[config.mk]
export PLATFORM = sky130hd
export DESIGN_NAME = expr_eval_flat
export DESIGN_NICKNAME = d
export VERILOG_FILES = /design/src/rtl/expr_eval_if.sv /design/src/rtl/expr_eval.sv /design/src/flat_wrapper.sv
export SDC_FILE = /design/constraint.sdc
export NUM_CORES = 1
export LEC_CHECK = 0
export CORE_MARGIN = 1.5
export CORE_UTILIZATION = 60
export DETAILED_ROUTE_END_ITERATION = 10
export PLACE_DENSITY = 0.79
export SLEW_MARGIN = 10
export SYNTH_ARGS = -nofsm -noshare
export SYNTH_HDL_FRONTEND = slang
export SYNTH_SLANG_ARGS = --single-unit
[constraint.sdc]
create_clock -name clk -period 11.15 [get_ports clk]
set_input_delay 1.6725 -clock clk [delete_from_list [all_inputs] [get_ports clk]]
set_output_delay 1.6725 -clock clk [all_outputs]
set_load 0.03 [all_outputs]
[src/rtl/expr_eval_if.sv]
// expr_eval_if: character-stream bus between a producer and the expression
// evaluator.
//   in        8-bit ASCII character (producer -> evaluator)
//   in_valid  qualifies in, one character per cycle (producer -> evaluator)
//   result    value of the expression received so far (evaluator -> producer)
//   ok        prefix so far is a complete valid expression (evaluator -> producer)
//   err       sticky syntax-error flag (evaluator -> producer)
interface expr_eval_if #(
    parameter int WIDTH = 16
) ();
    logic [7:0]       in;
    logic             in_valid;
    logic [WIDTH-1:0] result;
    logic             ok;
    logic             err;

    modport master (
        output in,
        output in_valid,
        input  result,
        input  ok,
        input  err
    );

    modport slave (
        input  in,
        input  in_valid,
        output result,
        output ok,
        output err
    );
endinterface

[src/rtl/expr_eval.sv]
// expr_eval: evaluates an ASCII stream of the form digit (('+'|'*') digit)*
// with '*' binding tighter than '+'. All arithmetic wraps modulo 2^WIDTH.
//   clk  rising-edge clock
//   clr  synchronous active-high reset; discards the character presented with it
//   bus  expr_eval_if slave: in/in_valid in, result/ok/err out (all registered)
module expr_eval #(
    parameter int WIDTH = 16
) (
    input  logic        clk,
    input  logic        clr,
    expr_eval_if.slave  bus
);

    typedef enum logic [1:0] {
        EXP_DIGIT = 2'd0,
        EXP_OP    = 2'd1,
        ERROR     = 2'd2
    } state_t;

    state_t           state_r,  state_nxt_s;
    logic [WIDTH-1:0] sum_r,    sum_nxt_s;
    logic [WIDTH-1:0] term_r,   term_nxt_s;
    logic             mul_r,    mul_nxt_s;
    logic [WIDTH-1:0] result_r, result_nxt_s;
    logic             ok_r;
    logic             err_r,    err_nxt_s;

    logic             is_digit_s;
    logic             is_plus_s;
    logic             is_star_s;
    logic [7:0]       digit_val_s;
    logic [WIDTH-1:0] digit_ext_s;
    logic [WIDTH-1:0] term_new_s;

    // Character classification and the candidate new term for a digit.
    always_comb begin
        is_digit_s  = (bus.in >= 8'd48) && (bus.in <= 8'd57);
        is_plus_s   = (bus.in == 8'd43);
        is_star_s   = (bus.in == 8'd42);
        digit_val_s = bus.in - 8'd48;
        digit_ext_s = {{(WIDTH-8){1'b0}}, digit_val_s};
        // A pending '*' extends the current product; otherwise the digit starts a new term.
        if (mul_r) begin
            term_new_s = term_r * digit_ext_s;
        end else begin
            term_new_s = digit_ext_s;
        end
    end

    // Next-state and datapath update for one consumed character.
    always_comb begin
        state_nxt_s  = state_r;
        sum_nxt_s    = sum_r;
        term_nxt_s   = term_r;
        mul_nxt_s    = mul_r;
        result_nxt_s = result_r;
        err_nxt_s    = err_r;
        if (bus.in_valid) begin
            case (state_r)
                EXP_DIGIT: begin
                    if (is_digit_s) begin
                        state_nxt_s  = EXP_OP;
                        term_nxt_s   = term_new_s;
                        result_nxt_s = sum_r + term_new_s;
                    end else begin
                        state_nxt_s  = ERROR;
                        result_nxt_s = {WIDTH{1'b0}};
                        err_nxt_s    = 1'b1;
                    end
                end
                EXP_OP: begin
                    if (is_plus_s) begin
                        // Close the current term; result already includes it.
                        state_nxt_s = EXP_DIGIT;
                        sum_nxt_s   = sum_r + term_r;
                        mul_nxt_s   = 1'b0;
                    end else if (is_star_s) begin
                        state_nxt_s = EXP_DIGIT;
                        mul_nxt_s   = 1'b1;
                    end else begin
                        state_nxt_s  = ERROR;
                        result_nxt_s = {WIDTH{1'b0}};
                        err_nxt_s    = 1'b1;
                    end
                end
                ERROR: begin
                    // Absorbing: everything after a syntax error is ignored.
                    state_nxt_s = ERROR;
                end
                default: begin
                    state_nxt_s  = ERROR;
                    result_nxt_s = {WIDTH{1'b0}};
                    err_nxt_s    = 1'b1;
                end
            endcase
        end else begin
            // Idle cycle: every register holds.
            state_nxt_s = state_r;
        end
    end

    // State, datapath and output registers with synchronous clear.
    always_ff @(posedge clk) begin
        if (clr) begin
            state_r  <= EXP_DIGIT;
            sum_r    <= {WIDTH{1'b0}};
            term_r   <= {WIDTH{1'b0}};
            mul_r    <= 1'b0;
            result_r <= {WIDTH{1'b0}};
            ok_r     <= 1'b0;
            err_r    <= 1'b0;
        end else begin
            state_r  <= state_nxt_s;
            sum_r    <= sum_nxt_s;
            term_r   <= term_nxt_s;
            mul_r    <= mul_nxt_s;
            result_r <= result_nxt_s;
            ok_r     <= (state_nxt_s == EXP_OP);
            err_r    <= err_nxt_s;
        end
    end

    assign bus.result = result_r;
    assign bus.ok     = ok_r;
    assign bus.err    = err_r;

endmodule

[src/flat_wrapper.sv]
// flat-port wrapper written by rule: the top's interface ports become plain ports
module expr_eval_flat 
#(
    parameter int WIDTH = 16
)
  (clk, clr, bus_in, bus_in_valid, bus_result, bus_ok, bus_err);
  expr_eval_if #(.WIDTH(WIDTH)) bus_i ();
  input  logic clk;
  input  logic clr;
  input wire logic [$bits(bus_i.in)-1:0] bus_in;
  input wire logic [$bits(bus_i.in_valid)-1:0] bus_in_valid;
  output wire logic [$bits(bus_i.result)-1:0] bus_result;
  output wire logic [$bits(bus_i.ok)-1:0] bus_ok;
  output wire logic [$bits(bus_i.err)-1:0] bus_err;
  assign bus_i.in = bus_in;
  assign bus_i.in_valid = bus_in_valid;
  assign bus_result = bus_i.result;
  assign bus_ok = bus_i.ok;
  assign bus_err = bus_i.err;
  expr_eval #(.WIDTH(WIDTH)) u_core (.clk(clk), .clr(clr), .bus(bus_i));
endmodule
After elaboration in Yosys (flattened, before gate mapping)
Index checks and enable logic that the tools add are counted.
Word-level totals
  register bits: 53
  input port bits: 11
  output and inout bits: 18
  logic and storage cells: 46
Cells by class
  $add $sub $neg: 3
  multipliers: 1
  $lt $le $gt $ge: 2
  eq/ne operators: 8
  multiplexer cells: 16
  bitwise gates (word level): 1
  reductions and logical operators: 8
Operators with widths (count)
  $mux W16: 4
  $pmux W16 S3: 1
  $add A16 B16 Y16: 2
  $eq A8 B6 Y1 const B: 2
  $mul A16 B8 Y16: 1
  $reduce_and A3 Y1: 3
  $ge A8 B6 Y1 const B: 1
  $le A8 B6 Y1 const B: 1
  $mux W2: 4
  $sub A8 B6 Y8 const B: 1
  $ne A2 B2 Y1 const B: 3
  $mux W1: 5
  $reduce_and A5 Y1: 1
  $eq A2 B1 Y1 const B: 2
  $pmux W2 S2: 1
  $reduce_and A4 Y1: 1
  $pmux W1 S3: 1
  $eq A2 B2 Y1 const B: 1
  $logic_not A2 Y1: 1
  $reduce_bool A2 Y1: 1
  $logic_and A1 B1 Y1: 1
  $not A1 Y1: 1

Logic depth before layout (Yosys ltp)
  depth in word-level cells: 6
  depth in mapped cells: 26
  gate-level depth less buffers: 25

Worst setup path before layout
Ideal clock, no wire load.
  path type: input to register
  start point: in bus_in[4]
  end point: reg u_core.result_r[15], in the netlist u_core.bus.result[15]
  library setup time: 126 ps
  arrival: 7133 ps
  setup slack: 3891 ps
  cell stages on the path: 25
  cells stage by stage: inv_1 -> ha_1 -> clkbuf_1 -> nor2b_1 -> fa_1 -> inv_1 -> fa_1 -> fa_1 -> inv_1 -> fa_1 -> ha_1 -> o211ai_1 -> nor3_1 -> o31ai_1 -> nand2_1 -> a21oi_1 -> xnor2_1 -> and2_1 -> ha_1 -> a21oi_1 -> nor2b_1 -> a311oi_2 -> nor4_1 -> a221oi_1 -> nand3_1
Between the ends
  longest elaborated chain between the ends: 6
  elaborated cells between the ends (all ways): 14
  those cells by class: add/sub (2); mul (1); order compare (2); eq/ne (4); mux (3); reduce/logical (2)
Ends and longest elaborated chain
  from (decl): line flat_wrapper.sv:10  | input wire logic [$bits(bus_i.in)-1:0] bus_in;
  $sub A8 B6 Y8: line expr_eval.sv:40  | digit_val_s = bus.in - 8'd48;
  $mul A16 B8 Y16: line expr_eval.sv:44  | term_new_s = term_r * digit_ext_s;
  $mux W16: line expr_eval.sv:43  | if (mul_r) begin
  via u_core.term_new_s[13]: line expr_eval.sv:33  | logic [WIDTH-1:0] term_new_s;
  $add A16 B16 Y16: line expr_eval.sv:64  | result_nxt_s = sum_r + term_new_s;
  $mux W16: line expr_eval.sv:61  | if (is_digit_s) begin
  $pmux W16 S3: line expr_eval.sv:59  | case (state_r)
  to (signal assigned): line expr_eval.sv:109  | result_r <= {WIDTH{1'b0}};
  to (signal assigned): line expr_eval.sv:117  | result_r <= result_nxt_s;
  to (decl): line expr_eval.sv:24  | logic [WIDTH-1:0] result_r, result_nxt_s;
The timed path passes the listed nets, and every way through them passes these cells.
A chain may end at the register's enable or synchronous reset.

Final worst setup path
Same ends and word-level chain as after synthesis.

==> results.json <==
{
  "synth_top_flop_cell": "dfxtp_1",
  "wl_met2_um": 7440,
  "post_dp_cell_area_mm2": 0.00662,
  "holdWs_ns": 0.476,
  "run_status": "finished, final reports clean",
  "netlist_area_mm2": 0.00627,
  "cts_made_buffers": 5,
  "wl_met3_um": 819,
  "cts.clk_slew.worst_paths_ns": 0.09,
  "syn_nets": 886,
  "root_buffer": "clkbuf_8",
  "total_power_w": 0.000343,
  "critPathMaxFanout": 14,
  "clock_latency_ns": 0.32,
  "fmaxAchievable_ghz": 0.115,
  "top_layer": "met4",
  "fin_skew_ns": 0.00871,
  "initial_core_util_pct": 61.3,
  "die_x_um": 105,
  "grt_antenna_before_repair": 0,
  "numClockSinks": 53,
  "maxSlewHeadroom_pct": 32.7,
  "powerDensity_mw_per_mm2": 51.1,
  "drcViolationCount": 0,
  "cp-start-kind": "input pin",
  "ys_seq_elements": 53,
  "dr.pass1.iters": 5,
  "dp_hpwl_um": 11800,
  "post-cts-setup-buffer-count": 0,
  "ys.warnings.count": 0,
  "design_area_mm2": 0.00671,
  "timing.final.crit_share_pct": 78.2,
  "grt_max_degree": 54,
  "setup_tns_ns": 0,
  "hold_buffers": 0,
  "fillers": 875,
  "totalWireLength_um": 15200,
  "peakVddDrop_uv": 86.9,
  "num_vias": 5271,
  "drt_iter0_drc": 285,
  "grt_first_pass_wirelength_um": 26300,
  "grt_pass1_vias": 5501,
  "crit_type": "input pin to register",
  "endpoint_kind": "register",
  "p_leak_nw": 2.77,
  "hold_violations": 0,
  "ys_seq_area_share_pct": 16.9,
  "worst-slew-pin-transition_ns": 1.01,
  "cts_max_path_buffers": 2,
  "coreArea_mm2": 0.0102,
  "rsz0062_at_grt": "no",
  "overflow": 0,
  "placed_cells": 896,
  "synth_edf_count": 0,
  "async_flop_share_pct": 0,
  "die_h_um": 105,
  "die_area_mm2": 0.0111,
  "syn2layout_area_growth_pct": 7.03,
  "portBuffers": 28,
  "synth_cell_type_count": 62,
  "avgViaCountPerCell": 5.84,
  "post_cts_resized": 0,
  "cap_violations": 0,
  "synthCells": 757,
  "period_minus_slack_ns": 8.72,
  "gr-usage-all-layers_pct": 29.6,
  "nets": 896,
  "place.gp.congestion": 0.936,
  "fin_cells": 903,
  "hp-class": "register to register",
  "diodes": 0,
  "final_antenna_net_count": 0,
  "drive_gt1_share_pct": 4.04,
  "setup_viol": 0,
  "wl_met1_um": 6580,
  "cts_max_level": 2,
  "synth_area_per_cell_um2": 8.28,
  "cp.arrival_ns": 8.92,
  "cts_tree": "yes",
  "wl_per_cell_um": 16.8,
  "io_pins": 29,
  "slew_viol_final": 0,
  "cp.required_ns": 11.35,
  "placementRows": 37
}
routing by layer:
metal  vias to the layer above  GRT usage [%]
li1                       2531              -
met3                        30           3.34
met4                         0           10.4
met5                         -              0
met2                       162           50.9
met1                      2548           38.6
worst max-delay path, cell delays in order:
cell and delay [ns]:
clkdlybuf4s50_1 0.72, ha_1 0.43, xnor2_1 0.63, and2_1 0.26
fa_1 0.43, inv_1 0.08, fa_1 0.42, fa_1 0.50
inv_1 0.05, fa_1 0.46, ha_1 0.36, o211ai_1 0.25
nor3_1 0.09, o31ai_1 0.36, nand2_1 0.09, a21oi_1 0.18
xnor2_1 0.12, and2_1 0.17, ha_1 0.34, a21oi_1 0.26
nor2b_1 0.11, a311oi_2 0.44, nor4_1 0.10, a221oi_1 0.28
nand3_1 0.11
report_power, final:
| part | leakage (nW) | internal (W) | switching (W) |
|---|---|---|---|
| clock network | 0.0402 | 0.0000435 | 0.0000661 |
| logic | 2.30 | 0.0000135 | 0.0000286 |
| registers | 0.427 | 0.000190 | 0.00000113 |
state kept, by name, summed over array words and instances, names as in the netlist:
name / count
u_core.bus.err: 1
u_core.bus.ok: 1
u_core.bus.result: 16
u_core.mul_r: 1
u_core.state_r: 2
u_core.sum_r: 16
u_core.term_r: 16
final cells by class:
type,instances,area (um^2),area share (%)
multi-input combinational,592,4780,71.3
sequential,53,1060,15.8
inverter,85,319,4.76
clock buffer,5,68.8,1.03
tap,136,170,2.54
clock inverter,2,16.3,0.242
timing repair buffer,30,290,4.33
cell families (layout without fill, tap and decap cells):
kind of cell             count (synthesis)  after routing  synth area share, %
flip-flops                              53             53                 16.9
multiplexers                             7              7                 1.20
AND/OR/NAND/NOR                        289            289                 24.2
AO/OA/AOI/OAI                          143            143                 15.0
adder cells (fa/ha/maj)                118            118                 31.0
XOR/XNOR                                35             35                 5.01
buffers and inverters                  112            122                 6.77
Yosys cell counts (4+ instances only):
cell	instances	share of area (%)
nand2_1	87	5.2
inv_1	85	5.1
fa_1	62	20
ha_1	56	11
dfxtp_1	53	17
and2_1	50	5.0
nor2_1	45	2.7
a21oi_1	44	3.5
nor2b_1	28	2.8
xnor2_1	27	3.8
clkbuf_1	24	1.4
o21ai_0	19	1.5
nor3_1	18	1.4
a21o_1	11	1.3
nand3_1	11	0.88
a211oi_1	9	1.1
nand2b_1	9	0.90
or3_1	9	0.90
xor2_1	7	0.98
a21boi_0	6	0.72
o211ai_1	6	0.72
a21oi_2	5	0.70
a22oi_1	5	0.60
and3_1	5	0.50
o21ai_1	5	0.40
a21boi_1	4	0.48
a31oi_1	4	0.40
nand4b_1	4	0.56
o21a_1	4	0.48
o31ai_1	4	0.48
layout by cell type (no fill, tap or decap), drive strengths merged, types with 20 or more instances in the layout:
master and instances:
a21oi 49, and2 50, clkdlybuf4s50 27, dfxtp 53, fa 62, ha 56, inv 85, nand2 88
nor2 47, nor2b 28, nor3 20, o21ai 25, xnor2 28
final timing paths:
check,cells past startpoint,from,slack (ns),to
worst max-delay path,25,bus_in[4],2.43,u_core.bus.result[15]$_SDFFE_PP0P_
worst min register to register,2,u_core.bus.result[13]$_SDFFE_PP0P_,0.48,u_core.bus.result[13]$_SDFFE_PP0P_
worst max register to register,23,u_core.term_r[1]$_SDFFE_PP0P_,4.83,u_core.bus.result[15]$_SDFFE_PP0P_
worst min-delay path,2,u_core.bus.result[13]$_SDFFE_PP0P_,0.48,u_core.bus.result[13]$_SDFFE_PP0P_
per-stage QoR:
stage / setup WS [ns] / util [%]
global route: 1.89 / 65.6
detailed placement: 2.20 / 64.7
floorplan: 3.89 / -
global placement: 2.40 / 64.7
finish: 2.43 / 65.6
CTS: 2.52 / 65.6
No activity file was read; power rests on OpenSTA's default activity.
